`config.mk`:
```
export PLATFORM = sky130hd
export DESIGN_NAME = stopwatch_ctrl
export DESIGN_NICKNAME = d
export VERILOG_FILES = /design/src/rtl/stopwatch_ctrl_pkg.sv /design/src/rtl/stopwatch_ctrl_debounce.sv /design/src/rtl/stopwatch_ctrl.sv
export SDC_FILE = /design/constraint.sdc
export NUM_CORES = 1
export LEC_CHECK = 0
export BUFFER_PORTS_ARGS = -buffer_cell sky130_fd_sc_hd__clkbuf_2
export CAP_MARGIN = 20
export CORE_ASPECT_RATIO = 0.7
export CORE_MARGIN = 2
export CORE_UTILIZATION = 60
export CTS_CLUSTER_DIAMETER = 80
export DETAILED_ROUTE_END_ITERATION = 6
export PLACE_DENSITY_LB_ADDON = 0.15
export SLEW_MARGIN = 20
export SYNTH_ARGS = -nofsm -noshare
export SYNTH_HDL_FRONTEND = slang
export SYNTH_SLANG_ARGS = --single-unit
```
`constraint.sdc`:
```
create_clock -name clk -period 7.9 [get_ports clk]
set_input_delay 1.185 -clock clk [delete_from_list [all_inputs] [get_ports clk]]
set_output_delay 1.185 -clock clk [all_outputs]
set_load 0.02 [all_outputs]
```
`src/rtl/stopwatch_ctrl_pkg.sv`:
```
// Shared types and sizing helpers for the stopwatch control block.
package stopwatch_ctrl_pkg;

  typedef enum logic [1:0] {
    ST_IDLE  = 2'd0,
    ST_RUN   = 2'd1,
    ST_LAP   = 2'd2,
    ST_PAUSE = 2'd3
  } sw_state_e;

  function automatic int calc_tick_div(input int clk_hz, input int tick_hz);
    return clk_hz / tick_hz;
  endfunction

  // Width of a counter that must hold 0..n-1.
  function automatic int cnt_width(input int n);
    return (n <= 2) ? 1 : $clog2(n);
  endfunction

endpackage

```
`src/rtl/stopwatch_ctrl_debounce.sv`:
```
// Button conditioner: 2-flop synchronizer, stability counter, one-cycle press pulse.
module btn_debounce
  import stopwatch_ctrl_pkg::*;
#(
  parameter int DEBOUNCE_CYCLES = 1_000_000
) (
  input  logic clk,
  input  logic reset,
  input  logic btn,
  output logic press_p
);

  localparam int CW = cnt_width(DEBOUNCE_CYCLES);
  localparam logic [CW-1:0] CNT_LAST = CW'(DEBOUNCE_CYCLES - 1);

  logic          sync1_q, sync1_d;
  logic          sync2_q, sync2_d;
  logic          lvl_q, lvl_d;
  logic          pulse_q, pulse_d;
  logic [CW-1:0] cnt_q, cnt_d;

  // Count only while the synchronized sample disagrees with the accepted level;
  // any agreeing sample restarts the count.
  always_comb begin
    sync1_d = btn;
    sync2_d = sync1_q;
    lvl_d   = lvl_q;
    pulse_d = 1'b0;
    cnt_d   = '0;
    if (sync2_q != lvl_q) begin
      if (cnt_q == CNT_LAST) begin
        lvl_d   = sync2_q;
        pulse_d = sync2_q;
      end else begin
        cnt_d = cnt_q + 1'b1;
      end
    end
  end

  always_ff @(posedge clk or posedge reset) begin
    if (reset) begin
      sync1_q <= 1'b0;
      sync2_q <= 1'b0;
      lvl_q   <= 1'b0;
      pulse_q <= 1'b0;
      cnt_q   <= '0;
    end else begin
      sync1_q <= sync1_d;
      sync2_q <= sync2_d;
      lvl_q   <= lvl_d;
      pulse_q <= pulse_d;
      cnt_q   <= cnt_d;
    end
  end

  assign press_p = pulse_q;

endmodule

```
`src/rtl/stopwatch_ctrl.sv`:
```
// Stopwatch run/pause/lap/clear sequencer: tick prescaler, counter enable/clear,
// and display source selection between live count and frozen lap value.
module stopwatch_ctrl
  import stopwatch_ctrl_pkg::*;
#(
  parameter int CLK_HZ          = 100_000_000,
  parameter int TICK_HZ         = 2,
  parameter int DEBOUNCE_CYCLES = 1_000_000
) (
  input  logic       clk,
  input  logic       reset,
  input  logic       btn_start,
  input  logic       btn_lap,
  input  logic [7:0] count_bcd,
  output logic       cnt_en,
  output logic       cnt_clr,
  output logic [7:0] disp_bcd,
  output logic [1:0] state,
  output logic       running
);

  localparam int TICK_DIV = calc_tick_div(CLK_HZ, TICK_HZ);
  localparam int PW       = cnt_width(TICK_DIV);
  localparam logic [PW-1:0] PRE_LAST = PW'(TICK_DIV - 1);

  logic start_p, lap_p;

  btn_debounce #(.DEBOUNCE_CYCLES(DEBOUNCE_CYCLES)) u_db_start (
    .clk     (clk),
    .reset   (reset),
    .btn     (btn_start),
    .press_p (start_p)
  );

  btn_debounce #(.DEBOUNCE_CYCLES(DEBOUNCE_CYCLES)) u_db_lap (
    .clk     (clk),
    .reset   (reset),
    .btn     (btn_lap),
    .press_p (lap_p)
  );

  sw_state_e     state_q, state_d;
  logic [PW-1:0] pre_q, pre_d;
  logic [7:0]    lap_q, lap_d;
  logic [7:0]    disp_q, disp_d;
  logic          en_q, en_d;
  logic          clr_q, clr_d;
  logic          run_now;

  always_comb begin
    state_d = state_q;
    lap_d   = lap_q;
    clr_d   = 1'b0;
    run_now = (state_q == ST_RUN) || (state_q == ST_LAP);

    // start_p is tested first everywhere, so it wins over a same-cycle lap_p.
    case (state_q)
      ST_IDLE: begin
        if (start_p) state_d = ST_RUN;
      end
      ST_RUN: begin
        if (start_p) begin
          state_d = ST_PAUSE;
        end else if (lap_p) begin
          state_d = ST_LAP;
          lap_d   = count_bcd;
        end
      end
      ST_LAP: begin
        if (start_p)    state_d = ST_PAUSE;
        else if (lap_p) state_d = ST_RUN;
      end
      ST_PAUSE: begin
        if (start_p) begin
          state_d = ST_RUN;
        end else if (lap_p) begin
          state_d = ST_IDLE;
          clr_d   = 1'b1;
        end
      end
      default: state_d = ST_IDLE;
    endcase

    en_d = run_now && (pre_q == PRE_LAST);

    // PAUSE holds the prescaler so a resume keeps the partial tick.
    if ((state_q == ST_IDLE) || clr_q) pre_d = '0;
    else if (run_now)                  pre_d = en_d ? '0 : pre_q + 1'b1;
    else                               pre_d = pre_q;

    disp_d = (state_q == ST_LAP) ? lap_q : count_bcd;
  end

  always_ff @(posedge clk or posedge reset) begin
    if (reset) begin
      state_q <= ST_IDLE;
      pre_q   <= '0;
      lap_q   <= 8'h00;
      disp_q  <= 8'h00;
      en_q    <= 1'b0;
      clr_q   <= 1'b0;
    end else begin
      state_q <= state_d;
      pre_q   <= pre_d;
      lap_q   <= lap_d;
      disp_q  <= disp_d;
      en_q    <= en_d;
      clr_q   <= clr_d;
    end
  end

  assign cnt_en   = en_q;
  assign cnt_clr  = clr_q;
  assign disp_bcd = disp_q;
  assign state    = state_q;
  assign running  = (state_q == ST_RUN) || (state_q == ST_LAP);

endmodule
```
==> reports/qor.txt, run 1 <==
Fillers - 568
Net Count, Synth - 470
GPL Wtd Cong - 0.8861
Drt drc - 0
Worst Skew - 11.23 ps
CP max FO - 15
Area occupied by multi-input gates - 0.002110 mm²
Slew Limit Fails - 0
Library cells used by synthesis - 42
Asr flop ratio synth - 100.0%
Worst-path cell chain - inv_1 > ha_1 > clkbuf_2
Post-DP HPWL - 6116 µm
Clk pwr share - 35.4%
Register Area - 0.002352 mm²
Status - completed
Core area - 0.007320 mm²
CTS clock-pin slew for the worst setup and hold paths - 90 ps
Clock sinks - 94
Synth warnings - 0
Switching power - 197.1 µW
Vias/cell - 5.995
CTS tree - yes
Clk root buf - clkbuf_8
Synth area leaders - dfrtp_1 (52%), mux2_2 (4.4%), a21oi_1 (3.4%)
Final setup fails - 0
Sum of negative setup slack - 0 ps
ANT cells - 0
Initial antenna violation count - 0
Synth Instances - 449
Skew-Pair Late Insertion Delay - 370 ps
Chip width - 108.2 µm
Clock Tree Buf Depth - 2
Cts repair resizes - 0
Final cell count without fillers - 575
Area grow syn2layout - 8.644%
Synth area leader - dfrtp_1
Max-cap check violation count - 0
DP Cell Count - 559
RSZ-0062 raised after global routing - no
Sequential share of power - 60.8%
Delay-heaviest family, CP - adder cells
Setup bufs post-CTS - 0
Peak VDD IR - 0.1841 mV
Row count - 26
Gate power share - 3.8%
LEAKAGE - 1.958 nW
Startpoint Class - flip-flop
Post-Synthesis Cell Area - 0.004559 mm²
H-tree levels - 3
Layout cell share with drive strength beyond 1 - 14.26%
Die height - 76.94 µm
Max Freq - 0.3403 GHz
Worst-margin pin slew - 737.7 ps
Final WL - 8840 µm
Yosys reg bits - 94
Worst EP arrival - 1750 ps
Sequential share of the synthesized area - 51.59%
Port Buffers - 24
Slew margin rel. - 50.76%
IO Count - 25
CP max stage cell - ha_1
Worst setup EP type - output pin
Total GRT Usage - 23.89%
Post-synth top area share - 51.59%
Vias in the first global route - 3328
Syn avg cell area - 10.15 µm²
Max stage delay on crit path - 550 ps
Most frequent cell after synthesis - dfrtp_1
CTS Buf Count - 9
Initial DRC Count - 260
Min-Delay Path Class - reg -> reg
Largest net degree at the start of global routing - 51
Die ar. - 0.008324 mm²
Avg WL per Cell - 15.37 µm
Final Cycle Share - 37.20%
Congestion Overflow GR - 0
Vias - 3447
First-pass GRT wire length - 15550 µm
Power density over the cells - 164.0 mW/mm²
Minimum clock period - 2939 ps
Switching Share - 24.26%
Initial Utilization - 62.29%
Worst path buffer plus inverter count - 2
WS Path Type - reg -> out
Number of flops mapped to enable cells by yosys - 0
Synth cell count leaders - dfrtp_1 (94), nor2_1 (37), a21oi_1 (31)
Internal power - 615.3 µW
Prevailing post-synth register cell - dfrtp_1
DRT antenna net count - 0
NumNets Final - 493
Critical path data required time - 6710 ps
Total iterations of the first detailed-routing run - 5
CTS hold repair buffers - 0
Endpoints failing hold - 0
==> layer usage <==
metal / up-vias / wire (µm) / global-route usage (%)
li1: 1673 / - / -
met1: 1692 / 4165 / 33.73
met2: 77 / 4094 / 35.60
met3: 5 / 503 / 7.908
met4: 0 / 77 / 6.667
met5: - / 0 / 0
==> sequential cells by signal, summed over array words and instances (netlist names) <==
signal,flops
pre_q,26
u_db_lap.cnt_q,20
u_db_start.cnt_q,20
disp_bcd,8
lap_q,8
state,2
cnt_clr,1
cnt_en,1
u_db_lap.lvl_q,1
u_db_lap.press_p,1
u_db_lap.sync1_q,1
u_db_lap.sync2_q,1
u_db_start.lvl_q,1
u_db_start.press_p,1
u_db_start.sync1_q,1
u_db_start.sync2_q,1
==> power by group through the flow <==
stage / registers, mW / clock network, mW / logic (mW)
2_1_floorplan: 0.504 / 0 / 0.0185
3_3_place_gp: 0.503 / 0 / 0.0308
3_5_place_dp: 0.503 / 0 / 0.0320
4_1_cts: 0.494 / 0.295 / 0.0321
5_1_grt: 0.495 / 0.315 / 0.0357
6_report: 0.494 / 0.288 / 0.0309
==> path summary, 6_finish.rpt <==
path                                         start             endpoint  slack (ps)  cells after the start
worst max register to register            state[0]            pre_q[15]        5400                      6
worst min register to register  u_db_start.sync1_q   u_db_start.sync2_q         360                      0
min in group asynchronous                    reset  u_db_start.cnt_q[1]         890                      2
worst min-delay path            u_db_start.sync1_q   u_db_start.sync2_q         360                      0
max in group asynchronous                    reset   u_db_lap.cnt_q[17]        5900                      3
worst max-delay path                      state[0]              running        4960                      3
==> cell families (layout without fill, tap and decap cells) <==
| kind of cell | count (synthesis) | after routing | share of synthesized area (%) |
|---|---|---|---|
| buffers and inverters | 28 | 56 | 2.360 |
| flip-flops | 94 | 94 | 51.59 |
| multiplexers | 20 | 20 | 4.885 |
| XOR/XNOR | 31 | 31 | 5.955 |
| AND/OR/NAND/NOR | 194 | 194 | 23.35 |
| AO/OA/AOI/OAI | 73 | 73 | 9.386 |
| adder cells (fa/ha/maj) | 9 | 9 | 2.470 |
==> final cells by class <==
class,instances,share of cell area [%]
Tap cell,98,2.475
Sequential cell,94,47.49
Timing Repair Buffer,28,3.031
Clock inverter,6,0.9093
Inverter,12,0.9346
Multi-Input combinational cell,327,42.59
Clock buffer,10,2.576
==> cell usage in the layout, fill, tap and decap left out, types with 2 or more instances in the layout <==
| cell | synthesis | final |
|---|---|---|
| a21oi_1 | 31 | 31 |
| and3_1 | 5 | 5 |
| and4_1 | 7 | 7 |
| buf_4 | 0 | 4 |
| clkbuf_2 | 1 | 24 |
| clkbuf_8 | 0 | 9 |
| clkinv_2 | 0 | 3 |
| clkinv_4 | 0 | 2 |
| dfrtp_1 | 94 | 94 |
| ha_1 | 9 | 9 |
| inv_1 | 12 | 11 |
| inv_6 | 0 | 2 |
| mux2_2 | 18 | 18 |
| mux2i_1 | 2 | 2 |
| nand2_1 | 29 | 29 |
| nand2b_1 | 4 | 4 |
| nand3_1 | 27 | 27 |
| nand3b_1 | 2 | 2 |
| nand4_1 | 16 | 16 |
| nor2_1 | 37 | 37 |
| nor2b_1 | 2 | 2 |
| nor3_1 | 12 | 12 |
| nor3b_1 | 2 | 2 |
| nor4_1 | 6 | 6 |
| nor4b_1 | 3 | 3 |
| o21ai_0 | 22 | 22 |
| o311ai_0 | 2 | 2 |
| o31ai_1 | 11 | 9 |
| o31ai_2 | 0 | 2 |
| or2_2 | 2 | 2 |
| or3_1 | 24 | 24 |
| or4_1 | 11 | 11 |
| xnor2_1 | 17 | 17 |
| xor2_1 | 14 | 14 |
==> metrics by stage <==
step / utilization (%) / power [mW] / setup WS [ps] / cell area [µm²] / hold slack [ps]
5_1_grt: 67.68 / 0.8457 / 4802 / 4954 / 376.2
4_1_cts: 67.68 / 0.8207 / 4951 / 4954 / 369.1
2_1_floorplan: - / 0.5228 / 4266 / 4559 / 331.2
6_report: 67.68 / 0.8124 / 4961 / 4954 / 364.5
3_3_place_gp: 65.32 / 0.5335 / 5432 / 4781 / 334.1
3_5_place_dp: 65.32 / 0.5351 / 5378 / 4781 / 337.9
No activity file was read; power rests on OpenSTA's default activity.
==> run 2, diff against run 1 <==
- ABC_AREA: not set -> 1
- clock period: 7.9 -> 2.8 ns (I/O delays scaled with it)
==> run 2 against run 1 <==
Compared with the run above:
- synthesized cell count up 51%
- combinational power rose to 2.7 times the previous value
- sequential share of layout area down 5.2 points
- design area up 12%
- setup slack worse by 4100 ps
- sequential power rose to 2.8 times the previous value
- flip-flop and latch count unchanged
- largest cell class unchanged
- highest routed layer unchanged
==> reports/qor.txt, run 2 <==
Fillers - 665 (+17%)
Min-Delay Path Class - in -> async
DRT antenna net count - 0 (unchanged)
H-tree levels - 3 (unchanged)
Synth cell count leaders - nand2_1 (181), nor2_1 (143), dfrtp_1 (94)
Layout cell share with drive strength beyond 1 - 9.104% (-5.2 points)
Final Cycle Share - 70.44%
Asr flop ratio synth - 100.0% (unchanged)
Total iterations of the first detailed-routing run - 5 (unchanged)
Vias/cell - 5.188 (-13%)
Clock Tree Buf Depth - 2 (unchanged)
Synth warnings - 0 (unchanged)
Area grow syn2layout - 10.84%
Post-synth top area share - 46.84% (-4.8 points)
Chip width - 113.4 µm (+4.8%)
Synth area leaders - dfrtp_1 (47%), nand2_1 (14%), nor2_1 (11%)
Most frequent cells in the layout - nand2_1 (181), nor2_1 (143), dfrtp_1 (94)
Launch point of the critical path - state[0]
Post-DP HPWL - 7687 µm (+26%)
Setup bufs post-CTS - 0 (unchanged)
Final setup slack of the worst path - 827.7 ps (-4134 ps)
Switching Share - 21.82% (-2.4 points)
Pwr Total - 2.702 mW (+230%)
Vias in the first global route - 4009 (+20%)
Adder-cell share of the synthesized area - 2.242% (-0.23 points)
Synth Area in Simple Gates - 34.48% (+11 points)
Drt drc - 0 (unchanged)
GPL Wtd Cong - 0.9284 (+4.8%)
Max Freq - 0.5070 GHz
Core area - 0.008006 mm² (+9.4%)
Synth Instances - 678 (+51%)
Cts repair resizes - 0 (unchanged)
Largest regs - pre_q x26, u_db_lap.cnt_q x20, u_db_start.cnt_q x20
Most frequent cell after synthesis - nand2_1
CP max FO - 16 (+1)
Sum of negative setup slack - 0 ps (unchanged)
Power density over the cells - 485.4 mW/mm² (+200%)
Critical path data required time - 3080 ps (-3630 ps)
Gate power share - 3.1% (-0.7 points)
XOR/XNOR Fraction of Synth Area - 5.057% (-0.90 points)
Clk root buf - clkbuf_16
Status - completed
Row count - 27 (+3.8%)
Worst-path cell chain - inv_1 > ha_1 > inv_1 > nand2_2 > nand3_1 > inv_1 > nand3_1 > nand2_1 > inv_1 > nor2_1
Total GRT Usage - 25.63% (+1.7 points)
IO Count - 25 (unchanged)
Switching power - 589.7 µW (+200%)
Avg WL per Cell - 12.95 µm (-16%)
CTS tree - yes
Main combinational cell family by area after synthesis - simple AND/OR/NAND/NOR gates
Post-Synthesis Cell Area - 0.005022 mm² (+10%)
Initial antenna violation count - 0 (unchanged)
Largest reg by FF count - pre_q
FF-to-FF Start - state[0]
Congestion Overflow GR - 0 (unchanged)
Post-layout util - 69.53% (+1.9 points)
Die height - 80.55 µm (+4.7%)
Net Count, Synth - 699 (+49%)
Worst EP arrival - 2250 ps (+500 ps)
Die ar. - 0.009130 mm² (+9.7%)
Slew Limit Fails - 0 (unchanged)
Hold WS - 128.9 ps (-235.6 ps)
Largest net degree at the start of global routing - 68 (+33%)
ANT cells - 0 (unchanged)
Synth Area in Compound Gates - 3.812% (-5.6 points)
Largest register FFs - 26 (unchanged)
Most common cell after layout, fill and taps aside - nand2_1
CTS clock-pin slew for the worst setup and hold paths - 70 ps (-20 ps)
Minimum clock period - 1972 ps
Most used cell, CP - inv_1
Mux cell area share after synthesis - 0% (-4.9 points)
Startpoint Class - flip-flop
Slew margin rel. - 59.35% (+8.6 points)
CTS Buf Count - 9 (unchanged)
Port Buffers - 24 (unchanged)
First-pass GRT wire length - 18420 µm (+18%)
LEAKAGE - 2.566 nW (+31%)
RSZ-0062 raised after global routing - no
Synth area leader - dfrtp_1
Max-cap check violation count - 0 (unchanged)
Worst Skew - 7.186 ps (-4.040 ps)
Internal power - 2.112 mW (+240%)
NumNets Final - 730 (+48%)
Number of flops mapped to enable cells by yosys - 0 (unchanged)
Library cells used by synthesis - 28 (-33%)
Sequential share of the synthesized area - 46.84% (-4.8 points)
Sequential share of power - 51.1% (-9.7 points)
Syn avg cell area - 7.408 µm² (-27%)
Vias - 4228 (+23%)
Worst-margin pin slew - 608.4 ps (-129.3 ps)
CP max stage cell - dfrtp_1
Pre-CTS setup slack - 849.3 ps (-4528 ps)
Endpoints failing hold - 0 (unchanged)
Max stage delay on crit path - 420 ps (-130 ps)
Initial DRC Count - 272 (+4.6%)
Initial Utilization - 62.73% (+0.44 points)
Clk pwr share - 45.8% (+10 points)
Clock sinks - 94 (unchanged)
Yosys reg bits - 94 (unchanged)
Worst setup EP type - flip-flop
Prevailing post-synth register cell - dfrtp_1
Peak VDD IR - 0.4807 mV (+160%)
Final setup fails - 0 (unchanged)
Skew-Pair Late Insertion Delay - 350 ps (-20 ps)
Final WL - 10550 µm (+19%)
WS Path Type - reg -> reg
CTS hold repair buffers - 0 (unchanged)
## run 2: cells by family (layout without fill, tap and decap cells)
family	Yosys count	count (layout)
buffers and inverters	99	135
AOI/OAI and AO/OA	35	35
xor gates and xnor gates	29	29
adders and majority gates	9	9
and+or+nand+nor	412	412
DFF	94	94
## run 2: area by class of cell
| cell class | instances | area [µm²] | area share, % |
|---|---|---|---|
| Tap cell | 101 | 126.4 | 2.270 |
| Clock buffer | 11 | 242.7 | 4.361 |
| Inverter | 94 | 356.6 | 6.406 |
| Multi-Input combinational cell | 485 | 2290 | 41.13 |
| Timing Repair Buffer | 25 | 140.1 | 2.517 |
| Sequential cell | 94 | 2352 | 42.26 |
| Clock inverter | 5 | 58.81 | 1.056 |
## run 2: routing by layer
layer  routed length (µm)  global-route usage (%)  up-vias
met1                 5057                   35.62     1948
met4                  140                   6.220        0
met3                  694                   6.340       13
met5                    0                       0        -
li1                     -                       -     2142
met2                 4658                   40.72      125
## run 2: critical path: cells and delay by family (launching register included)
kind	cells	cell delay, ps
flops	1	420
buf+inv	4	420
fa+ha+maj	1	370
simple gates	5	690
## run 2: path summary, 6_finish.rpt
kind                       cells past startpoint  slack (ps)                  to
min reg2reg                                    0         350    u_db_lap.sync2_q
max in group asynchronous                      3        1940    u_db_lap.sync1_q
min                                            2         130            pre_q[6]
min in group clk                               1         180  u_db_start.sync1_q
max                                           10         830           pre_q[24]
max reg2reg                                   10         830           pre_q[24]
## run 2: metrics by stage
stage | instance area (µm²) | instances
CTS | 5567 | 815
detailed placement | 5265 | 799
global placement | 5265 | 799
floorplan | 5026 | 678
global route | 5567 | 815
finish | 5567 | 815
## run 2: power groups by stage
stage | clock network, mW | logic (mW) | registers, mW
global placement | 0 | 0.0826 | 1.41
detailed placement | 0 | 0.0848 | 1.41
global route | 1.31 | 0.0964 | 1.38
finish | 1.24 | 0.0826 | 1.38
CTS | 1.26 | 0.0856 | 1.38
floorplan | 0 | 0.0459 | 1.41
